`src/rtl/adder_accumulator.sv`:
```
// Packet accumulator: sums the beats of each packet through an external combinational
// Adder and presents sum, beat count and a sticky wrap flag once the last beat lands.
module adder_accumulator #(
  parameter int WIDTH = 20,
  parameter int CNT_W = 8
) (
  input  logic             clk,
  input  logic             rst_n,
  input  logic             in_valid,
  output logic             in_ready,
  input  logic [WIDTH-1:0] in_data,
  input  logic             in_last,
  output logic [WIDTH-1:0] add_a,
  output logic [WIDTH-1:0] add_b,
  input  logic [WIDTH-1:0] add_c,
  output logic             out_valid,
  input  logic             out_ready,
  output logic [WIDTH-1:0] out_sum,
  output logic [CNT_W-1:0] out_count,
  output logic             out_ovf
);

  typedef enum logic [1:0] {
    IDLE = 2'd0,
    ACC  = 2'd1,
    DONE = 2'd2
  } state_t;

  localparam logic [CNT_W-1:0] CNT_MAX = '1;

  state_t           state_q, state_d;
  logic [WIDTH-1:0] acc_q, acc_d;
  logic [CNT_W-1:0] cnt_q, cnt_d;
  logic             ovf_q, ovf_d;
  logic             done;

  assign done     = (state_q == DONE);
  assign in_ready = ~done;
  assign add_a    = acc_q;
  assign add_b    = in_data;

  always_ff @(posedge clk or negedge rst_n) begin
    if (!rst_n) begin
      state_q <= IDLE;
      acc_q   <= '0;
      cnt_q   <= '0;
      ovf_q   <= 1'b0;
    end else begin
      state_q <= state_d;
      acc_q   <= acc_d;
      cnt_q   <= cnt_d;
      ovf_q   <= ovf_d;
    end
  end

  always_comb begin
    state_d = state_q;
    acc_d   = acc_q;
    cnt_d   = cnt_q;
    ovf_d   = ovf_q;
    case (state_q)
      IDLE, ACC: begin
        // in_ready is high in these states, so in_valid alone marks a transfer
        if (in_valid) begin
          acc_d = add_c;
          if (cnt_q != CNT_MAX) cnt_d = cnt_q + 1'b1;
          if (add_c < add_a) ovf_d = 1'b1;
          state_d = in_last ? DONE : ACC;
        end
      end
      DONE: begin
        if (out_ready) begin
          state_d = IDLE;
          acc_d   = '0;
          cnt_d   = '0;
          ovf_d   = 1'b0;
        end
      end
      default: state_d = IDLE;
    endcase
  end

  assign out_valid = done;
  assign out_sum   = done ? acc_q : '0;
  assign out_count = done ? cnt_q : '0;
  assign out_ovf   = done & ovf_q;

endmodule

```
`config.mk`:
```
export PLATFORM = sky130hd
export DESIGN_NAME = adder_accumulator
export DESIGN_NICKNAME = d
export VERILOG_FILES = /design/src/rtl/adder_accumulator.sv
export SDC_FILE = /design/constraint.sdc
export NUM_CORES = 1
export LEC_CHECK = 0
export CORE_MARGIN = 2
export CORE_UTILIZATION = 42
export DETAILED_ROUTE_END_ITERATION = 10
export PLACE_DENSITY = 0.86
export SKIP_CTS_REPAIR_TIMING = 1
export SLEW_MARGIN = 30
export SYNTH_ARGS = -nofsm -noshare
export SYNTH_HDL_FRONTEND = slang
export SYNTH_SLANG_ARGS = --single-unit
```
`constraint.sdc`:
```
create_clock -name clk -period 2.45 [get_ports clk]
set_clock_uncertainty 0.15 [all_clocks]
set_input_delay 0.49 -clock clk [delete_from_list [all_inputs] [get_ports clk]]
set_output_delay 0.49 -clock clk [all_outputs]
set_load 0.02 [all_outputs]
```
# Word-level counts from Yosys, hierarchy flattened
# Cells that the tools add are included.
# Widths: inputs -> output; s select.
# classes
shift	0
n_mux	17
n_reduce_logical	7
n_eq_ne	7
div_mod_pow	0
mul	0
addsub	1
n_bitwise	2
order_cmp	1
# ops
op	n
$mux 20	3
$pmux 20 s2	1
$mux 8	4
$lt 20x20->1	1
$pmux 8 s2	1
$add 8x1->8 const B	1
$ne 2x2->1 const B	4
$ne 8x8->1 const B	1
$reduce_and 4->1	2
$mux 2	3
$pmux 2 s2	1
$mux 1	3
$reduce_and 3->1	1
$eq 2x1->1 const B	1
$eq 2x2->1 const B	1
$logic_not 2->1	1
$pmux 1 s2	1
$reduce_and 2->1	1
$reduce_bool 2->1	1
$reduce_or 2->1	1
$and 1x1->1	1
$not 1->1	1
# totals
regBits	31
memories	0
wordCells	39
latchBits	0
out_inout_bits	71
mem_bits_ro	0
ramBits	0
input_bits	45

# Logic depth before layout (Yosys ltp)
# Gate-level depths: netlist of run 1.
# depth
depth_word	4
depth_mapped	6

# Worst setup path after synthesis of run 1
# OpenSTA, ideal clock, no wires.
# synth_timing
kind	reg-to-output
startpoint	register state_q[0]
endpoint	output out_count[0]
stages_incl_launch_ff	5
n_path_buf	1
t_arrival_ps	1266
path_slack_ps	544
required_ps	1810
path_cell_list	dfrtp_1 -> nand2b_1 -> inv_1 -> clkbuf_1 -> and2_1
# synth_between
elab_chain_cells	2
# synth_rtl
element	line_no	source
from (decl)	31	state_t state_q, state_d;
from (signal assigned)	49	state_q <= state_d;
$eq 2x2->1	37	assign done = (state_q == DONE);
net out_valid	16	output logic out_valid,
$mux 8	85	assign out_count = done ? cnt_q : '0;
to (decl)	19	output logic [CNT_W-1:0] out_count,
# The timed path passes the listed nets, and every way through them passes these cells.

# Final worst setup path of run 1
# layout_timing
startpoint	register state_q[0]
endpoint	output out_valid
# layout_between
elab_chain_cells	1
# layout_rtl
element	line_no
$eq 2x2->1	37
to (decl)	16
# Every way passes these cells.

==> summary.md, run 1 <==
| Metric | Value |
|---|---|
| Run status | finished, final reports clean |
| H-Tree Depth | 2 |
| # setup viols final | 0 |
| DP Area | 2770 µm² |
| Gate Count Post-Synth | 240 |
| CTS tree | built |
| Post-Route WL | 5240 µm |
| Final hold slack | 0.366 ns |
| Pin count of the biggest net entering global routing | 32 |
| Final critical-path share of the clock period | 92.1% |
| Max_slew headroom | 56.7% |
| Power, Total | 1830 µW |
| Post-synthesis cell type count | 38 |
| Inst Count DP | 358 |
| Clock root cell | clkbuf_8 |
| Starting density of the core | 44.1% |
| Clock slew at reported path FFs | 0.06 ns |
| TritonRoute pass-1 iters | 4 |
| Cell Area, Synth | 2090 µm² |
| Power density of the placed cells | 619 nW/µm² |
| Residual DRC | 0 |
| Design Area, Final | 2950 µm² |
| Share of cells above drive strength 1 | 5.69% |
| Vias per inst | 5.16 |
| WP data required | 1.81 ns |
| Initial drt markers | 76 |
| Worst-Skew Late Latency | 0.28 ns |
| Final nets | 363 |
| Number of fill cells | 416 |
| Largest buffer count on any clock path | 2 |
| Mapped Avg Cell Area | 8.73 µm² |
| Clock sink count | 31 |
| Top Ports | 116 |
| DIE HEIGHT | 74.6 µm |
| # port buffers | 75 |
| Async SR Flop Fraction | 100% |
| VDD IR max | 0.327 mV |
| Max Cap Viol | 0 |
| Final HPWL DP | 3960 µm |
| TritonCTS Buffers | 5 |
| Num rows | 25 |
| Leakage power | 0.00177 µW |
| Fin crit period | 2.26 ns |
| GRT Util Overall | 19.6% |
| Syn_nets | 305 |
| Syn-to-layout area delta | 40.9% |
| Number of global-route vias before repair | 1781 |
| Synth warnings | 0 |
| Via Count | 1889 |
| Global route total overflow | 0 |
| Commonest non-fill, non-tap cell in the layout | clkdlybuf4s50_1 |
| Non-filler cells, final | 366 |
| Worst slew pin tran | 0.649 ns |
| Flops & latches, synth | 31 |
| Final Max Slew Viols | 0 |
| Commonest cells after routing, fill and taps aside | clkdlybuf4s50_1, dfrtp_1, dlymetal6s2s_1 |
| Die Wd | 74.6 µm |
| Ys flop type | dfrtp_1 |
| WL per Instance | 14.3 µm |
| Sequential area share after synthesis | 37.0% |
| Worst setup EP type | output pin |
| Top post-synthesis cells by area | dfrtp_1, ha_1, buf_4 |
| Top-area cell type share of the netlist area | 37.0% |
| Crit path max fanout | 12 |
| Number of synthesized flops with an enable pin | 0 |
| First-pass GRT wire length | 8280 µm |
| Antenna Nets Post-Route | 0 |
| ANT cells | 0 |
| Crit path arrival time | 1.62 ns |
| RSZ-0062 raised after global routing | no |
| Final Hold Viols | 0 |
| CP Class | reg -> out |
| Setup crit start kind | flop |
| Yosys top cell by area | dfrtp_1 |
| Initial antenna violation count | 0 |
| Global placement routability congestion | 0.813 |
| Fmax achieved | 443 MHz |
| DIE AREA | 5570 µm² |
| Core ar. | 4750 µm² |
| Worst min-delay path class | reg -> reg |
-- metal layers --
layer / vias to the layer above / share of wire, % / wire [µm] / GRT usage [%]
met5: - / 0 / 0 / 0
met3: 11 / 7.8 / 410 / 6.96
met4: 0 / 1.1 / 58 / 5.36
li1: 926 / - / - / -
met1: 876 / 43 / 2270 / 24.6
met2: 76 / 48 / 2500 / 32.2
-- sequential cells by signal, summed over array words and instances, names as in the netlist --
| signal | cells |
|---|---|
| add_a | 20 |
| cnt_q | 8 |
| ovf_q | 1 |
| state_q | 2 |
-- worst max-delay path, cell delays in order (launching register included) --
cell             delay [ns]
dfrtp_1                0.39
nand2b_1               0.21
inv_4                  0.13
clkdlybuf4s50_1        0.61
-- through the flow --
stage / utilization (%) / setup slack (ns) / setup TNS (ns)
6_report: 62.1 / 0.193 / 0
5_1_grt: 62.1 / 0.0685 / 0
4_1_cts: 60.4 / -0.0699 / -0.667
3_5_place_dp: 58.3 / 0.131 / 0
3_3_place_gp: 58.3 / 0.160 / 0
2_1_floorplan: - / 0.544 / 0
-- synthesized netlist by cell type, drive strengths merged, types with 3 or more instances --
master   n
o21ai    7
and2    10
nand2b   4
a32o     6
nand4    3
nand3    5
nor2    25
or3      5
nand2   26
a21o     3
a21oi   10
inv     22
buf     28
o31ai   13
dfrtp   31
ha      20
-- logic make-up (layout without fill, tap and decap cells) --
family / count (synthesis) / in the layout / synth area share, %
flip-flops: 31 / 31 / 37.0
multiplexers: 1 / 1 / 0.478
AO/OA/AOI/OAI: 50 / 50 / 17.4
AND/OR/NAND/NOR: 86 / 86 / 19.5
buffers and inverters: 52 / 111 / 13.6
adder cells (fa/ha/maj): 20 / 20 / 11.9
-- report_power, final --
| part | switching, µW | total (µW) | internal [µW] |
|---|---|---|---|
| Combinational | 363 | 683 | 319 |
| Clock | 192 | 448 | 256 |
| Sequential | 92.4 | 696 | 603 |
| Total | 648 | 1830 | 1180 |
-- cell type report --
class / instances / area (µm²) / area share [%]
inverters: 22 / 85.1 / 2.88
well taps: 67 / 83.8 / 2.84
flip-flops and latches: 31 / 777 / 26.3
clock buffers: 8 / 100 / 3.39
multi-input cells: 157 / 1030 / 35.0
repair buffers: 81 / 871 / 29.5
-- worst paths after layout --
check / from / endpoint / slack (ns) / cells after the start
setup / recovery: state_q[0]$_DFFE_PN0P_ / out_valid / 0.19 / 3
hold / removal: state_q[1]$_DFFE_PN0P_ / state_q[0]$_DFFE_PN0P_ / 0.37 / 1
setup reg to reg: cnt_q[0]$_DFFE_PN0P_ / cnt_q[5]$_DFFE_PN0P_ / 0.36 / 5
hold reg to reg: state_q[1]$_DFFE_PN0P_ / state_q[0]$_DFFE_PN0P_ / 0.37 / 1
max in group asynchronous: rst_n / state_q[1]$_DFFE_PN0P_ / 1.40 / 2
min in group asynchronous: rst_n / add_a[2]$_DFFE_PN0P_ / 0.45 / 2
(Power assumes the default switching activity.)
==> run 2, diff against run 1 <==
--- a/config.mk
+++ b/config.mk
@@ -6,9 +6,10 @@
 export NUM_CORES = 1
 export LEC_CHECK = 0
 export CORE_MARGIN = 2
-export CORE_UTILIZATION = 42
+export CORE_UTILIZATION = 55
 export DETAILED_ROUTE_END_ITERATION = 10
-export PLACE_DENSITY = 0.86
+export DONT_BUFFER_PORTS = 1
+export PLACE_DENSITY = 0.7
 export SKIP_CTS_REPAIR_TIMING = 1
 export SLEW_MARGIN = 30
 export SYNTH_ARGS = -nofsm -noshare
==> run 2 against run 1 <==
Against the previous run: global-route usage up 3.1 points; design area is 24% lower; maximum frequency up 8.3%; count of clock-buffer cells in the layout shrank 2; wire length decreased by 10%; worst setup slack gained 0.17 ns; worst hold slack got worse by 0.21 ns; critical path type unchanged; largest power group unchanged; highest routed layer unchanged.
==> summary.md, run 2 (synthesis results as in run 1) <==
| Metric | Value |
|---|---|
| DP Area | 2140 µm² |
| TritonCTS Buffers | 5 |
| Clock Power Share | 23.0% |
| Final critical-path share of the clock period | 85.1% |
| Logic gate share of total power | 28.3% |
| DIE AREA | 4320 µm² |
| Clock root cell | clkbuf_8 |
| Worst slew pin tran | 0.688 ns |
| Clock slew at reported path FFs | 0.06 ns |
| Number of global-route vias before repair | 1610 |
| # setup viols final | 0 |
| # port buffers | 0 |
| Pint | 974 µW |
| Largest buffer count on any clock path | 2 |
| Largest register FFs | 20 |
| Design Area, Final | 2240 µm² |
| Global route total overflow | 0 |
| VDD IR max | 0.336 mV |
| Clock sink count | 31 |
| TritonRoute pass-1 iters | 4 |
| Crit path max fanout | 12 |
| Num rows | 22 |
| Non-filler cells, final | 291 |
| Crit path arrival time | 1.44 ns |
| WP data required | 1.81 ns |
| GRT Util Overall | 22.7% |
| Setup TNS | 0 ns |
| Setup crit start kind | flop |
| Inst Count DP | 283 |
| RSZ-0062 raised after global routing | no |
| Via Count | 1690 |
| Fmax achieved | 480 MHz |
| Core ar. | 3660 µm² |
| Max Cap Viol | 0 |
| Max_slew headroom | 54.1% |
| Worst min-delay path class | in -> reg |
| Starting density of the core | 57.2% |
| Fin crit period | 2.08 ns |
| Pin count of the biggest net entering global routing | 32 |
| Die Wd | 65.7 µm |
| Net Sw Frac | 37.9% |
| Run status | finished, final reports clean |
| Post-Route WL | 4690 µm |
| Commonest cells after routing, fill and taps aside | dfrtp_1, nand2_1, nor2_1, buf_4, inv_1 |
| Initial drt markers | 83 |
| Worst-Skew Late Latency | 0.28 ns |
| First-pass GRT wire length | 7420 µm |
| Power density of the placed cells | 700 nW/µm² |
| Commonest non-fill, non-tap cell in the layout | dfrtp_1 |
| Initial antenna violation count | 0 |
| Vias per inst | 5.81 |
| Global placement routability congestion | 0.807 |
| H-Tree Depth | 2 |
| Number of fill cells | 330 |
| Final Hold Viols | 0 |
| Final Max Slew Viols | 0 |
| WL per Instance | 16.1 µm |
| Top Ports | 116 |
| Antenna Nets Post-Route | 0 |
| ANT cells | 0 |
| Worst setup EP type | output pin |
| Final HPWL DP | 3580 µm |
| CP Class | reg -> out |
| NetSw | 595 µW |
| Share of cells above drive strength 1 | 13.6% |
| Reg power frac | 48.8% |
| DIE HEIGHT | 65.7 µm |
| Final nets | 309 |
| CTS tree | built |
| Leakage power | 0.00108 µW |
| Syn-to-layout area delta | 7.05% |
| Residual DRC | 0 |
## run 2: cell count changes in the layout (fill, tap and decap cells not counted)
cell,delta
clkdlybuf4s50_1,-45
dlygate4sd3_1,+1
buf_12,+1
clkbuf_8,-2
inv_4,-1
dlymetal6s2s_1,-30
inv_1,+1
dfrtp_1,+1
buf_4,+19
dfrtp_2,-1
## run 2: path summary, 6_finish.rpt
check	from	depth (start not counted)	slack [ns]	end
worst max-delay path	state_q[1]$_DFFE_PN0P_	3	0.37	out_sum[0]
worst min-delay path	in_last	1	0.15	state_q[0]$_DFFE_PN0P_
worst max register to register	cnt_q[0]$_DFFE_PN0P_	5	0.41	cnt_q[7]$_DFFE_PN0P_
worst min register to register	ovf_q$_DFFE_PN0P_	2	0.41	ovf_q$_DFFE_PN0P_
max in group asynchronous	rst_n	2	1.44	add_a[14]$_DFFE_PN0P_
min in group asynchronous	rst_n	2	0.53	add_a[11]$_DFFE_PN0P_
## run 2: critical path, cell delays in order, from the launching register on
cell	delay (ns)
dfrtp_1	0.45
nand2b_1	0.12
inv_1	0.26
and2_1	0.33
## run 2: cell type report
class	count	area, µm²	area share (%)
Clock buffer	6	72.6	3.24
Inverter	22	82.6	3.68
Multi-Input combinational cell	157	1030	46.1
Sequential cell	31	776	34.6
Tap cell	48	60.1	2.68
Timing Repair Buffer	27	218	9.71
## run 2: per-stage QoR
stage / hold WS, ns / setup slack, ns / utilization [%] / power [µW]
final: 0.152 / 0.366 / 61.2 / 1570
after global routing: 0.143 / 0.169 / 61.2 / 1680
after CTS: -0.253 / 0.354 / 60.4 / 1570
after detailed placement: 0.0448 / 0.439 / 58.4 / 1200
after global placement: 0.0449 / 0.521 / 58.4 / 1190
after floorplan: 0.0444 / 0.544 / - / 1130
## run 2: metal layers
layer	vias up	share of wire, %	wire [µm]	GRT usage (%)
met1	776	42	1980	27.7
met4	0	0.66	31	6.77
met2	93	44	2070	35.7
li1	817	-	-	-
met3	4	13	602	10.6
met5	-	0	0	0
## run 2: power by group through the flow
stage | sequential [µW] | clock, µW | combinational, µW
2_1_floorplan | 746 | 0 | 383
5_1_grt | 781 | 396 | 507
4_1_cts | 765 | 370 | 432
6_report | 765 | 360 | 444
3_5_place_dp | 772 | 0 | 430
3_3_place_gp | 767 | 0 | 419
